**config.mk**
```make
export PLATFORM = sky130hd
export DESIGN_NAME = block_lock_fsm
export DESIGN_NICKNAME = d
export VERILOG_FILES = /design/src/rtl/block_lock_fsm.sv
export SDC_FILE = /design/constraint.sdc
export NUM_CORES = 1
export LEC_CHECK = 0
export ABC_AREA = 1
export ABC_CLOCK_PERIOD_IN_PS = 1500
export BUFFER_PORTS_ARGS = -buffer_cell sky130_fd_sc_hd__buf_2
export CAP_MARGIN = 10
export CORE_AREA = 2 2 56 58
export DETAILED_ROUTE_END_ITERATION = 16
export DIE_AREA = 0 0 58 60
export PLACE_DENSITY = 0.81
export SLEW_MARGIN = 5
export SYNTH_ARGS = -nofsm -noshare
export SYNTH_HDL_FRONTEND = slang
export SYNTH_SLANG_ARGS = --single-unit
```
**constraint.sdc**
```tcl
create_clock -name i_clk -period 1.5 [get_ports i_clk]
set_input_delay 0.075 -clock i_clk [delete_from_list [all_inputs] [get_ports i_clk]]
set_output_delay 0.075 -clock i_clk [all_outputs]
set_load 0.03 [all_outputs]
```
**src/rtl/block_lock_fsm.sv**
```systemverilog
// Receive-side 64b/66b block-lock controller: tests sync headers, commands gearbox slips, drives block_lock.
// Optional high-BER monitor compiled in with `define BLOCK_LOCK_HIBER_EN.
module block_lock_fsm #(
  parameter int unsigned HDR_WIDTH    = 2,
  parameter int unsigned SH_WINDOW    = 64,
  parameter int unsigned INVLD_LIMIT  = 16,
  parameter int unsigned SLIP_WAIT    = 32,
  parameter int unsigned HIBER_WINDOW = 195313
) (
  input  logic                               i_clk,
  input  logic                               i_reset_n,
  input  logic [HDR_WIDTH-1:0]               i_rx_hdr,
  input  logic                               i_rx_hdr_valid,
  output logic                               o_block_lock,
  output logic                               o_slip,
  output logic [$clog2(INVLD_LIMIT+1)-1:0]   o_sh_invld_cnt,
  output logic                               o_hi_ber
);

  localparam int unsigned SH_W   = $clog2(SH_WINDOW + 1);
  localparam int unsigned INV_W  = $clog2(INVLD_LIMIT + 1);
  localparam int unsigned WAIT_W = $clog2(SLIP_WAIT + 1);

  localparam logic [SH_W-1:0]   SH_MAX   = SH_W'(SH_WINDOW);
  localparam logic [INV_W-1:0]  INV_MAX  = INV_W'(INVLD_LIMIT);
  localparam logic [WAIT_W-1:0] WAIT_LD  = WAIT_W'(SLIP_WAIT);

  // Handshake: i_rx_hdr is sampled only on cycles with i_rx_hdr_valid=1; there is
  // no backpressure. o_slip is a single-cycle command, never on consecutive cycles.
  typedef enum logic [1:0] {
    ST_RESET_CNT = 2'd0,
    ST_TEST_SH   = 2'd1,
    ST_SLIP      = 2'd2,
    ST_WAIT      = 2'd3
  } state_t;

  state_t              state_q, state_d;
  logic [SH_W-1:0]     sh_cnt_q, sh_cnt_d;
  logic [INV_W-1:0]    invld_q, invld_d;
  logic [WAIT_W-1:0]   wait_q, wait_d;
  logic                lock_q, lock_d;
  logic                slip_q, slip_d;

  logic                hdr_ok;
  logic [SH_W-1:0]     sh_cnt_inc;
  logic [INV_W-1:0]    invld_inc;
  logic                win_end;

  assign hdr_ok = (i_rx_hdr == HDR_WIDTH'(2'b01)) || (i_rx_hdr == HDR_WIDTH'(2'b10));

  always_comb begin
    state_d    = state_q;
    sh_cnt_d   = sh_cnt_q;
    invld_d    = invld_q;
    wait_d     = wait_q;
    lock_d     = lock_q;
    sh_cnt_inc = (sh_cnt_q == SH_MAX) ? sh_cnt_q : sh_cnt_q + 1'b1;
    invld_inc  = (invld_q == INV_MAX) ? invld_q : invld_q + 1'b1;
    win_end    = (sh_cnt_inc == SH_MAX);

    case (state_q)
      ST_RESET_CNT: begin
        sh_cnt_d = '0;
        invld_d  = '0;
        state_d  = ST_TEST_SH;
      end
      ST_TEST_SH: begin
        if (i_rx_hdr_valid) begin
          sh_cnt_d = sh_cnt_inc;
          if (hdr_ok) begin
            if (win_end) begin
              if (invld_q == '0) lock_d = 1'b1;
              state_d = ST_RESET_CNT;
            end
          end else begin
            invld_d = invld_inc;
            // Hitting the invalid limit wins over a simultaneous window end.
            if (!lock_q || (invld_inc == INV_MAX)) begin
              state_d = ST_SLIP;
              lock_d  = 1'b0;
            end else if (win_end) begin
              state_d = ST_RESET_CNT;
            end
          end
        end
      end
      ST_SLIP: begin
        lock_d  = 1'b0;
        wait_d  = WAIT_LD;
        state_d = ST_WAIT;
      end
      ST_WAIT: begin
        if (i_rx_hdr_valid) begin
          if (wait_q <= WAIT_W'(1)) begin
            wait_d  = '0;
            state_d = ST_RESET_CNT;
          end else begin
            wait_d = wait_q - 1'b1;
          end
        end
      end
      default: state_d = ST_RESET_CNT;
    endcase

    slip_d = (state_d == ST_SLIP) && (state_q != ST_SLIP);
  end

  always_ff @(posedge i_clk) begin
    if (!i_reset_n) begin
      state_q  <= ST_RESET_CNT;
      sh_cnt_q <= '0;
      invld_q  <= '0;
      wait_q   <= '0;
      lock_q   <= 1'b0;
      slip_q   <= 1'b0;
    end else begin
      state_q  <= state_d;
      sh_cnt_q <= sh_cnt_d;
      invld_q  <= invld_d;
      wait_q   <= wait_d;
      lock_q   <= lock_d;
      slip_q   <= slip_d;
    end
  end

  assign o_block_lock   = lock_q;
  assign o_slip         = slip_q;
  assign o_sh_invld_cnt = invld_q;

`ifdef BLOCK_LOCK_HIBER_EN
  localparam int unsigned HB_W    = $clog2(HIBER_WINDOW);
  localparam int unsigned BER_LIM = 16;
  localparam int unsigned BER_W   = $clog2(BER_LIM + 1);

  logic [HB_W-1:0]  hb_cnt_q;
  logic [BER_W-1:0] ber_cnt_q;
  logic             hi_ber_q;
  logic             hb_end;

  assign hb_end = (hb_cnt_q == HB_W'(HIBER_WINDOW - 1));

  always_ff @(posedge i_clk) begin
    if (!i_reset_n) begin
      hb_cnt_q  <= '0;
      ber_cnt_q <= '0;
      hi_ber_q  <= 1'b0;
    end else begin
      hb_cnt_q <= hb_end ? '0 : hb_cnt_q + 1'b1;
      if (hb_end) begin
        hi_ber_q  <= lock_q && (ber_cnt_q >= BER_W'(BER_LIM));
        ber_cnt_q <= '0;
      end else if (lock_q && i_rx_hdr_valid && !hdr_ok && (ber_cnt_q != BER_W'(BER_LIM))) begin
        ber_cnt_q <= ber_cnt_q + 1'b1;
      end
      // The flag only has meaning while the link is aligned.
      if (!lock_q) hi_ber_q <= 1'b0;
    end
  end

  assign o_hi_ber = hi_ber_q;
`else
  // BER window length is irrelevant without the monitor; folded into a constant 0.
  localparam logic HIBER_ZERO_WIN = (HIBER_WINDOW == 0);
  assign o_hi_ber = 1'b0 & HIBER_ZERO_WIN;
`endif

endmodule
```
# Yosys cells after proc, flatten, opt, wreduce, memory -nomap -nowiden
# Index checks and enable logic that the tools add are counted.
[word_totals]
regBits = 22
inputBits = 5
out_inout_bits = 8
[classes]
add_sub_neg = 3
order_cmp = 1
n_eq_ne = 17
n_mux = 23
n_reduce_logical = 13
[op_table]
columns = ["operator", "n"]
rows = [
  ["2-to-1 mux 5 bit", 3],
  ["== test 7 bit (second input constant)", 2],
  ["2-to-1 mux 7 bit", 2],
  ["one-hot mux 7 bit (2 select lines)", 1],
  ["2-to-1 mux 2 bit", 6],
  ["2-to-1 mux 6 bit", 2],
  ["one-hot mux 6 bit (2 select lines)", 1],
  ["== test 5 bit (second input constant)", 2],
  ["one-hot mux 5 bit (2 select lines)", 1],
  ["inequality test 3 bit (second input constant)", 3],
  ["== test 2 bit (second input constant)", 4],
  ["inequality test 2 bit (second input constant)", 4],
  ["one-hot mux 2 bit (4 select lines)", 1],
  ["adder 7 x 1 -> 7 bit (second input constant)", 1],
  ["less-or-equal comparator 6 x 1 -> 1 bit (second input constant)", 1],
  ["nonzero test 2 bit", 3],
  ["subtractor 6 x 1 -> 6 bit (second input constant)", 1],
  ["adder 5 x 1 -> 5 bit (second input constant)", 1],
  ["zero test 5 bit", 1],
  ["2-to-1 mux 1 bit", 5],
  ["AND reduction 5 bit", 1],
  ["== test 2 x 1 -> 1 bit (second input constant)", 2],
  ["AND reduction 2 bit", 2],
  ["AND reduction 3 bit", 1],
  ["5 further kinds", 6],
]

# Longest topological paths before layout
# Gate-level depths: netlist of the first run.
[depth]
ltp_word = 10
mapped_depth = 14

# Least setup slack after synthesis of the first run
# Ideal clock, no wire load.
[synth_path]
kind = "register -> register"
start = "register invld_q[0], in the netlist o_sh_invld_cnt[0]"
end = "register state_q[0]"
arrival_time_ns = 1.550
t_required_ns = 1.391
setup_slack_ns = -0.159
path_stages_with_launch = 12
path_cell_list = "dfxtp_1 -> ha_1 -> nand3_1 -> xor2_1 -> nor2_1 -> nand2_1 -> nand2_1 -> nand2_1 -> nand3_1 -> nand3_1 -> nand2_1 -> inv_1"
[synth_via]
elab_chain_len = 8
[synth_rtl]
columns = ["item", "line_no", "rtl"]
rows = [
  ["start, declared", "39", "logic [INV_W-1:0] invld_q, invld_d;"],
  ["start signal, assigned", "119", "invld_q <= invld_d;"],
  ["adder 5 x 1 -> 5 bit or == test 5 bit (tied branches)", "58", "invld_inc = (invld_q == INV_MAX) ? invld_q : invld_q + 1'b1;"],
  ["2-to-1 mux 5 bit *", "58", ""],
  ["== test 5 bit *", "78", "if (!lock_q || (invld_inc == INV_MAX)) begin"],
  ["logical OR 1 bit *", "78", ""],
  ["2-to-1 mux 2 bit *", "78", ""],
  ["2-to-1 mux 2 bit *", "70", "if (hdr_ok) begin"],
  ["2-to-1 mux 2 bit *", "68", "if (i_rx_hdr_valid) begin"],
  ["one-hot mux 2 bit (4 select lines) *", "61", "case (state_q)"],
  ["end signal, assigned", "117", "state_q <= state_d;"],
  ["end, declared", "37", "state_t state_q, state_d;"],
]
# Mark *: on every way between the ends. The rest lies on a longest branch, timed or not.
# A chain may end at the register's enable or synchronous reset.

# Worst setup path after layout of the first run
# Same ends and word-level chain as after synthesis.

==> metrics, run 1 <==
Max FO, Critical Path=7; TritonCTS clock tree=built; Port Buffer Count=11; Req. time, crit path=between 1.5 and 2 ns; Yosys warnings=0; clock transition at the registers of the reported paths=about 0.12 ns; Die W=58 µm; global placer's final weighted congestion=0.819; hold_buf cts=0; Final setup viols=3; vias in the first global route=1173; Post-Route Skew=between 0.006 and 0.007 ns; Initial DRT Pass Iterations=4; Final Hold Viols=0; run status=finished with violations; Post-synth top flop=dfxtp_1; crit path capture type=flip-flop; syn_area_per_cell=6.74 µm²; max-slew violations=0; CTS sink cnt=22; share of cells above drive strength 1=0.376; hold depth=3; RSZ-0062 raised after global routing=true; Post-synth EDFFs=0; cell count after synthesis=211; # diodes=0; crit path launch type=flip-flop; area leader, netlist=dfxtp_1; Max Buffers Root-to-Sink=2; Distinct cells, synth=37; P_int=785 µW; ranking of synthesized cells by area=dfxtp_1 (31%), nand2_1 (15%), a21oi_1 (6.7%); LEAKAGE=0.774 nW; depth of the most critical reg-to-reg path=13; area added between synthesis and finish=27.9%; sw frac=0.310; total vias in the final route=approximately 1400; DP Worst Slack=-0.0317 ns; placed wire-length estimate=approximately 2100 µm; fin crit share=1.06; Die Span Y=60 µm; final worst slack=-0.0852 ns; post-synthesis sequential area ratio=0.310; first-pass GRT wire length=between 4000 and 5000 µm; Max-Cap Viols=0; sequential power share=0.541; Critical Path AT=1.80 ns; Placement Rows=20; Tmin final=1.59 ns; htree depth=1; DRC=0; maximum vdd drop=0.000652 V; Initial Util=0.490; Post-Syn Area=approximately 1400 µm²; final antenna-violating net count=0; cts bufs inserted=3; GRT Total Usage=0.177; core area=2900 µm²; IO Count=13; GRT overflow=0; Routed WL=between 3000 and 4000 µm; HP Class=input port to flip-flop; design area=1820 µm²; initial antenna violation count=0; full die area=between 3000 and 4000 µm²; WHS=0.0318 ns; switching pwr=about 350 µW; area share of the largest cell type after synthesis=0.310; Combinational Power Share=0.215; DRT iter0 DRCs=40; Max Freq=0.631 GHz; Post-Place Cell Area=1540 µm²; total power=about 1.1 mW; fin nets=about 250; DR vias/cell=~5.3; Wirelength per Cell=12.9 µm; Mapped Nets=222; pin count of the biggest net entering global routing=13; Crit Path Class=flip-flop to flip-flop; Cell Pwr Density=roughly 630 nW/µm²; #FFs+latches synth=22; ys async rst share=0; post-route setup TNS=-0.169 ns; Root Buffer=clkbuf_4; Clock Latency Late Sink=about 0.30 ns; failing checks=negative setup slack; power share of the clock group=0.244
-- path summary, 6_finish.rpt --
| path | startpoint | end | slack (ns) |
|---|---|---|---|
| setup / recovery | o_sh_invld_cnt[0] | state_q[0] | -0.09 |
| hold reg to reg | wait_q[2] | wait_q[2] | 0.52 |
| setup reg to reg | o_sh_invld_cnt[0] | state_q[0] | -0.09 |
| hold / removal | i_reset_n | state_q[0] | 0.03 |
-- worst max-delay path: stages (launching register included) --
cell and delay (ns):
dfxtp_4 0.40, ha_4 0.17, nor2_1 0.10, nor2_2 0.06, nand2_1 0.09, nand2_1 0.08, nor2_1 0.14, nand2_1 0.08
nand2_2 0.07, nand2_1 0.05, nand3_1 0.09, nand3_1 0.06, nand2_1 0.06, inv_1 0.03
-- cells in the final DEF, fill, tap and decap left out, types with 6 or more instances in the layout --
cell and n:
inv_2 9, a21oi_1 18, buf_4 14, buf_2 11, nor2_1 12, inv_1 15, nand2_1 50, ha_4 6
nand2_2 9, inv_4 6, nand3_1 11, dfxtp_1 14
-- flip-flops by register name, indices dropped and copies added (netlist names) --
register,flops
o_sh_invld_cnt,5
state_q,2
wait_q,6
o_block_lock,1
o_slip,1
sh_cnt_q,7
-- Yosys cell counts, drive strengths merged, types with 2 or more instances --
library cell   n
a21oi         20
nand4          5
ha             6
nor3           2
inv           30
buf            2
o21ai          8
xnor2          2
nand3         16
or2            2
nand2         60
dfxtp         22
nor2          21
clkinv         4
-- power by group through the flow --
stage	registers [mW]	logic, mW	clock network [mW]
final	0.615	0.245	0.277
after global routing	0.618	0.269	0.312
after CTS	0.616	0.209	0.291
after detailed placement	0.628	0.207	0
after global placement	0.628	0.205	0
after floorplan	0.632	0.160	0
-- cell type report --
type	count	area [µm²]
Fill cell	244	1080
Multi-Input combinational cell	152	983
Sequential cell	22	463
Timing Repair Buffer	25	160
Inverter	34	144
Tap cell	33	41.3
Clock buffer	4	26.3
-- per-stage QoR --
stage                util  cells
floorplan               -    211
global placement    0.530    257
detailed placement  0.530    257
CTS                 0.543    261
global route        0.626    270
finish              0.626    270
-- logic make-up after synthesis --
group,synth area share
buffers and inverters,0.107
other,0.00264
adders and majority gates,0.0528
AOI/OAI and AO/OA,0.133
and+or+nand+nor,0.376
xor gates and xnor gates,0.0185
DFF,0.310
-- metal layers --
metal,wire (µm),GRT usage,up-vias,part of all wire
li1,-,-,726,-
met1,1450,0.230,670,0.42
met2,1860,0.305,27,0.53
met3,102,0.0260,8,0.029
met4,74,0.0498,0,0.021
met5,0,0,-,0
-- what timing repair did --
item                       CTS  global route
resized for setup            7            47
setup buffers                0             9
setup endpoints to repair    3             5
pin swaps                    0            20
No activity file was read; power rests on OpenSTA's default activity.
==> run 2, diff against run 1 <==
--- a/config.mk
+++ b/config.mk
@@ -5,13 +5,14 @@
 export SDC_FILE = /design/constraint.sdc
 export NUM_CORES = 1
 export LEC_CHECK = 0
-export ABC_AREA = 1
 export ABC_CLOCK_PERIOD_IN_PS = 1500
 export BUFFER_PORTS_ARGS = -buffer_cell sky130_fd_sc_hd__buf_2
 export CAP_MARGIN = 10
-export CORE_AREA = 2 2 56 58
+export CELL_PAD_IN_SITES_DETAIL_PLACEMENT = 1
+export CELL_PAD_IN_SITES_GLOBAL_PLACEMENT = 2
+export CORE_AREA = 2 2 73 75
 export DETAILED_ROUTE_END_ITERATION = 16
-export DIE_AREA = 0 0 58 60
+export DIE_AREA = 0 0 75 77
 export PLACE_DENSITY = 0.81
 export SLEW_MARGIN = 5
 export SYNTH_ARGS = -nofsm -noshare
==> metrics, run 2 <==
Post-Synth XOR/XNOR Area=0.0418 (was 0.0185); GRT overflow=0 (unchanged); CP Cell Sequence=inv_4, ha_4, nand2_2, nor4b_4, buf_4, mux2i_2, nor4_2, a211oi_2, nor4_2 (was ha_4, nor2_1, nor2_2, nand2_1, nand2_1, nor2_1, nand2_1, nand2_2, nand2_1, nand3_1, nand3_1, nand2_1, inv_1); crit path launch type=flip-flop (unchanged); Final Hold Viols=0 (unchanged); full die area=5780 µm² (was 3480 µm²); max-slew violations=0 (unchanged); final antenna-violating net count=0 (unchanged); DRC=0 (unchanged); Critical Path AT=1.92 ns (was 1.80 ns); # diodes=0 (unchanged); htree depth=1 (unchanged); Max Buffers Root-to-Sink=2 (unchanged); Initial Util=0.289 (was 0.490); largest family of logic cells by synthesized area=simple AND/OR/NAND/NOR gates (unchanged); crit path capture type=flip-flop (unchanged); CTS sink cnt=22 (unchanged); simple-gate share of the synthesized area=0.320 (was 0.376); ranking of synthesized cells by area=dfxtp_1 (31%), a21oi_1 (8.0%), nor2_1 (7.6%) (was dfxtp_1 (31%), nand2_1 (15%), a21oi_1 (6.7%)); Cell Pwr Density=592 nW/µm² (was 626 nW/µm²); most common cell type on the critical path=nor4_2 (was nand2_1); TritonCTS clock tree=built (unchanged); LEAKAGE=0.929 nW (was 0.774 nW); Post-synth top flop=dfxtp_1 (unchanged); post-route setup TNS=-1.43 ns (was -0.169 ns); Mapped Nets=205 (was 222); initial antenna violation count=0 (unchanged); Yosys warnings=0 (unchanged); top-count cell post-synth=nor2_1 (was nand2_1); GRT Total Usage=0.175 (was 0.177); DRT iter0 DRCs=52 (was 40); Max-Cap Viols=0 (unchanged); ys async rst share=0 (unchanged); area taken by multi-input logic gates=1120 µm² (was 983 µm²); slowest library cell on the worst path=dfxtp_4 (unchanged); DP Worst Slack=-0.346 ns (was -0.0317 ns); clock transition at the registers of the reported paths=0.08 ns (was 0.12 ns); Max stage delay on crit path=0.38 ns (was 0.40 ns); Distinct cells, synth=49 (was 37); placed wire-length estimate=3290 µm (was 2110 µm); run status=finished with violations (unchanged); Post-synth EDFFs=0 (unchanged); Port Buffer Count=11 (unchanged); post-synthesis sequential area ratio=0.306 (was 0.310); RSZ-0062 raised after global routing=true (unchanged); Die Span Y=77 µm (was 60 µm); vias in the first global route=1629 (was 1173); area added between synthesis and finish=58.9% (was 27.9%); compound-gate portion of the synthesized area=0.200 (was 0.133); global placer's final weighted congestion=0.760 (was 0.819); Req. time, crit path=1.66 ns (was 1.71 ns); area leader, netlist=dfxtp_1 (unchanged); fin crit share=1.17 (was 1.06); Wirelength per Cell=14.4 µm (was 12.9 µm); Root Buffer=clkbuf_8 (was clkbuf_4); #FFs+latches synth=22 (unchanged); IO Count=13 (unchanged); Placement Rows=26 (was 20); Post-Synth Adder-Cell Area=0.0522 (was 0.0528); fill cell count=598 (was 244); Final setup viols=11 (was 3); WHS=0.0665 ns (was 0.0318 ns); final worst slack=-0.262 ns (was -0.0852 ns); first-pass GRT wire length=7910 µm (was 4840 µm); syn_area_per_cell=7.41 µm² (was 6.74 µm²); pin count of the biggest net entering global routing=22 (was 13); cts bufs inserted=3 (unchanged); largest reg by FF count=sh_cnt_q (unchanged); Post-Route Skew=0.00684 ns (was 0.00656 ns); DR vias/cell=5.00 (was 5.30); post-synthesis mux area share=0.0139 (was 0); share of cells above drive strength 1=0.512 (was 0.376); Synth top cells by count=nor2_1 (29), a21oi_1 (23), dfxtp_1 (22) (was nand2_1 (56), dfxtp_1 (22), inv_1 (22)); Buf+Inv Stages, Crit Path=2 (was 1); area share of the largest cell type after synthesis=0.306 (was 0.310); HP Class=input port to flip-flop (unchanged); failing checks=negative setup slack (unchanged); Routed WL=4740 µm (was 3490 µm); Max FO, Critical Path=3 (was 7); commonest non-fill, non-tap cell in the layout=buf_4 (was nand2_1); Die W=75 µm (was 58 µm); maximum vdd drop=0.000316 V (was 0.000652 V); Post-Syn Area=1440 µm² (was 1420 µm²); core area=4980 µm² (was 2900 µm²); Clock Latency Late Sink=0.28 ns (was 0.30 ns); Crit Path Class=flip-flop to flip-flop (unchanged); Max Freq=0.567 GHz (was 0.631 GHz); most frequent cells in the layout=buf_4 (57), nor2_1 (21), a21oi_1 (19) (was nand2_1 (50), a21oi_1 (18), inv_1 (15)); Initial DRT Pass Iterations=4 (unchanged); Tmin final=1.76 ns (was 1.59 ns); fin nets=270 (was 249); cell count after synthesis=194 (was 211); crit-path leading delay family=simple AND/OR/NAND/NOR gates (unchanged); total vias in the final route=1641 (was 1431); max reg flops=7 (unchanged); Sequential cell area=465 µm² (was 463 µm²)
run 2: cell count changes after synthesis, moves of 5 or more:
cell and change:
nor3_1 +8, nor2_1 +15, inv_1 -14, inv_2 -5
nand2_1 -37, nand3_1 -5
run 2: metal layers:
metal / wire (µm) / GRT usage / vias up / part of all wire
met2: 2490 / 0.290 / 15 / 0.53
met4: 84 / 0.0589 / 0 / 0.018
met3: 74 / 0.0210 / 7 / 0.016
li1: - / - / 808 / -
met5: 0 / 0 / - / 0
met1: 2090 / 0.229 / 811 / 0.44
run 2: cell type report:
cell class | instances | area share
multi-input cells | 152 | 0.489
repair buffers | 70 | 0.225
flip-flops and latches | 22 | 0.204
well taps | 70 | 0.0383
clock buffers | 4 | 0.0241
inverters | 10 | 0.0197
run 2: final timing paths:
kind	endpoint	slack, ns	from	cells past startpoint
max reg2reg	o_block_lock	-0.26	sh_cnt_q[0]	9
min reg2reg	sh_cnt_q[2]	0.55	sh_cnt_q[2]	2
max	o_block_lock	-0.26	sh_cnt_q[0]	9
min	o_sh_invld_cnt[0]	0.07	i_reset_n	3
run 2: through the flow:
stage,utilization,instances,power [mW],cell area [µm²]
2_1_floorplan,-,194,0.766,1500
5_1_grt,0.459,328,1.42,2280
3_3_place_gp,0.390,311,0.859,1940
3_5_place_dp,0.390,311,0.865,1940
6_report,0.459,328,1.35,2280
4_1_cts,0.427,320,1.34,2130
run 2: where the power goes:
part	switching, mW	internal, mW	total (mW)
Combinational	0.164	0.128	0.292
Sequential	0.0153	0.590	0.606
Clock	0.219	0.235	0.454
run 2: repair_timing:
item                                   4_1_cts  5_1_grt
setup buffers                                5        8
pin swaps                                    8       11
endpoints found under the hold margin        0        0
setup endpoints to repair                   11       22
gates resized for setup                     24       27
hold buffers                                 0        0
run 2: cell families (layout without fill, tap and decap cells):
| kind of cell | after synthesis | after routing |
|---|---|---|
| and+or+nand+nor | 88 | 88 |
| adders and majority gates | 6 | 6 |
| buffers and inverters | 20 | 84 |
| AOI/OAI and AO/OA | 49 | 49 |
| other | 1 | 1 |
| xor gates and xnor gates | 6 | 6 |
| muxes | 2 | 2 |
| DFF | 22 | 22 |
run 2: tightest hold or removal path, delay by kind of cell:
family	cells	cell delay, ns
AO/OA/AOI/OAI	2	0.12
buffers and inverters	1	0.11
==> run 3, diff against run 2 <==
--- a/config.mk
+++ b/config.mk
@@ -10,9 +10,9 @@
 export CAP_MARGIN = 10
 export CELL_PAD_IN_SITES_DETAIL_PLACEMENT = 1
 export CELL_PAD_IN_SITES_GLOBAL_PLACEMENT = 2
-export CORE_AREA = 2 2 73 75
+export CORE_AREA = 2 2 56 97
 export DETAILED_ROUTE_END_ITERATION = 16
-export DIE_AREA = 0 0 75 77
+export DIE_AREA = 0 0 58 99
 export PLACE_DENSITY = 0.81
 export SLEW_MARGIN = 5
 export SYNTH_ARGS = -nofsm -noshare
==> metrics, run 3 (synthesis results as in run 2) <==
cts bufs inserted=3 (unchanged); max-slew violations=0 (unchanged); Port Buffer Count=11 (unchanged); initial antenna violation count=0 (unchanged); DR vias/cell=5.27 (was 5.00); CTS sink cnt=22 (unchanged); depth of the most critical reg-to-reg path=8 (was 9); Placement Rows=34 (was 26); core area=4930 µm² (was 4980 µm²); reg2reg end=o_block_lock (unchanged); RSZ-0062 raised after global routing=true (unchanged); Final setup viols=12 (was 11); htree depth=1 (unchanged); Die W=58 µm (was 75 µm); first-pass GRT wire length=7890 µm (was 7910 µm); vias in the first global route=1693 (was 1629); Root Buffer=clkbuf_8 (unchanged); Crit Path Class=flip-flop to flip-flop (unchanged); share of cells above drive strength 1=0.486 (was 0.512); switching pwr=395 µW (was 399 µW); Post-Place Cell Area=1910 µm² (was 1940 µm²); total vias in the final route=1628 (was 1641); WHS=0.0352 ns (was 0.0665 ns); global placer's final weighted congestion=0.788 (was 0.760); design area=2260 µm² (was 2280 µm²); reg2reg start=sh_cnt_q[0] (unchanged); Critical Path AT=1.91 ns (was 1.92 ns); final worst slack=-0.222 ns (was -0.262 ns); R2R setup slack=-0.22 ns (was -0.26 ns); Combinational Power Share=0.198 (was 0.216); # diodes=0 (unchanged); Routed WL=4890 µm (was 4740 µm); CP endpoint=o_block_lock (unchanged); largest reg by FF count=sh_cnt_q (unchanged); final antenna-violating net count=0 (unchanged); Max FO, Critical Path=3 (unchanged); Die Span Y=99 µm (was 77 µm); Cell Pwr Density=616 nW/µm² (was 592 nW/µm²); P_int=1000 µW (was 953 µW); HP Class=input port to flip-flop (unchanged); Max Buffers Root-to-Sink=2 (unchanged); GRT Total Usage=0.176 (was 0.175); failing checks=negative setup slack (unchanged); Max Freq=0.581 GHz (was 0.567 GHz); DRT iter0 DRCs=13 (was 52); Wirelength per Cell=15.8 µm (was 14.4 µm); TritonCTS clock tree=built (unchanged); DP Cell Count=295 (was 311); sw frac=0.283 (was 0.295); clock transition at the registers of the reported paths=0.09 ns (was 0.08 ns); Cell Count, Final, Fillers Out=309 (was 328); LEAKAGE=0.933 nW (was 0.929 nW); fin nets=267 (was 270); Clock Latency Late Sink=0.27 ns (was 0.28 ns); crit path launch type=flip-flop (unchanged); max reg flops=7 (unchanged); Initial Util=0.291 (was 0.289); Tmin final=1.72 ns (was 1.76 ns); Final Hold Viols=0 (unchanged); DRC=0 (unchanged); fin util=0.459 (about the same); fin crit share=1.15 (was 1.17); most frequent cells in the layout=buf_4 (52), nor2_1 (23), a21oi_1 (19) (was buf_4 (57), nor2_1 (21), a21oi_1 (19)); placed wire-length estimate=3530 µm (was 3290 µm); IO Count=13 (unchanged); crit path capture type=flip-flop (unchanged); DP Worst Slack=-0.295 ns (was -0.346 ns); full die area=5740 µm² (was 5780 µm²); Req. time, crit path=1.69 ns (was 1.66 ns); commonest non-fill, non-tap cell in the layout=buf_4 (unchanged); pin count of the biggest net entering global routing=22 (unchanged); hold_buf cts=0 (unchanged); crit path launch=sh_cnt_q[0] (unchanged); run status=finished with violations (unchanged); power share of the clock group=0.368 (was 0.336); GRT overflow=0 (unchanged); Post-Route Skew=0.00287 ns (was 0.00684 ns); Max-Cap Viols=0 (unchanged); maximum vdd drop=0.000345 V (was 0.000316 V); sequential power share=0.435 (was 0.448); area added between synthesis and finish=57.5% (was 58.9%); Initial DRT Pass Iterations=3 (was 4)
-- run 3: cell types whose count changed in the layout (fill, tap and decap cells not counted), sizes merged --
cell	delta
buf	-3
-- run 3: layer usage --
metal	track usage	up-vias	routed length, µm
li1	-	802	-
met1	0.180	806	1810
met2	0.343	12	2890
met3	0.0171	8	68
met4	0.0751	0	127
met5	0	-	0
-- run 3: per-stage QoR --
stage                     TNS, ns  total power [mW]
after floorplan            -0.666             0.766
after global placement      -1.48             0.849
after detailed placement    -1.68             0.855
after CTS                   -1.56              1.39
after global routing        -2.32              1.46
final                       -1.24              1.39
-- run 3: cell type report --
type / instances / area, µm²
clock buffer: 4 / 66.3
tap: 54 / 67.6
sequential: 22 / 459
multi-input combinational: 152 / 1140
inverter: 10 / 42.5
timing repair buffer: 67 / 490
fill: 603 / 2670
-- run 3: how the worst min path moves through the flow --
stage | from | to | slack [ns] | depth (start not counted)
detailed placement | i_reset_n | o_sh_invld_cnt[0] | 0.33 | 3
global placement | i_reset_n | o_sh_invld_cnt[0] | 0.32 | 3
floorplan | i_reset_n | o_sh_invld_cnt[0] | 0.20 | 2
CTS | i_reset_n | o_sh_invld_cnt[0] | 0.04 | 3
global route | i_reset_n | o_sh_invld_cnt[0] | 0.08 | 3
finish | i_reset_n | o_sh_invld_cnt[0] | 0.04 | 3
-- run 3: what timing repair did --
| item | 4_1_cts | 5_1_grt |
|---|---|---|
| hold endpoints to repair | 0 | 0 |
| resized for setup | 23 | 28 |
| buffers inserted | 9 | 3 |
| pin swaps | 16 | 14 |
| setup endpoints to repair | 12 | 17 |
-- run 3: worst max-delay path, stage by stage, from the launching register on --
cell and delay (ns):
dfxtp_4 0.38, inv_4 0.07, ha_4 0.13, nand2_4 0.05, nor4b_4 0.26, mux2i_1 0.13
nor4_2 0.36, a211oi_2 0.12, nor4_2 0.13
-- run 3: power by group through the flow --
stage / combinational, mW / clock [mW] / sequential (mW)
2_1_floorplan: 0.140 / 0 / 0.627
5_1_grt: 0.305 / 0.551 / 0.609
4_1_cts: 0.253 / 0.531 / 0.606
3_3_place_gp: 0.229 / 0 / 0.619
6_report: 0.276 / 0.513 / 0.606
3_5_place_dp: 0.235 / 0 / 0.620
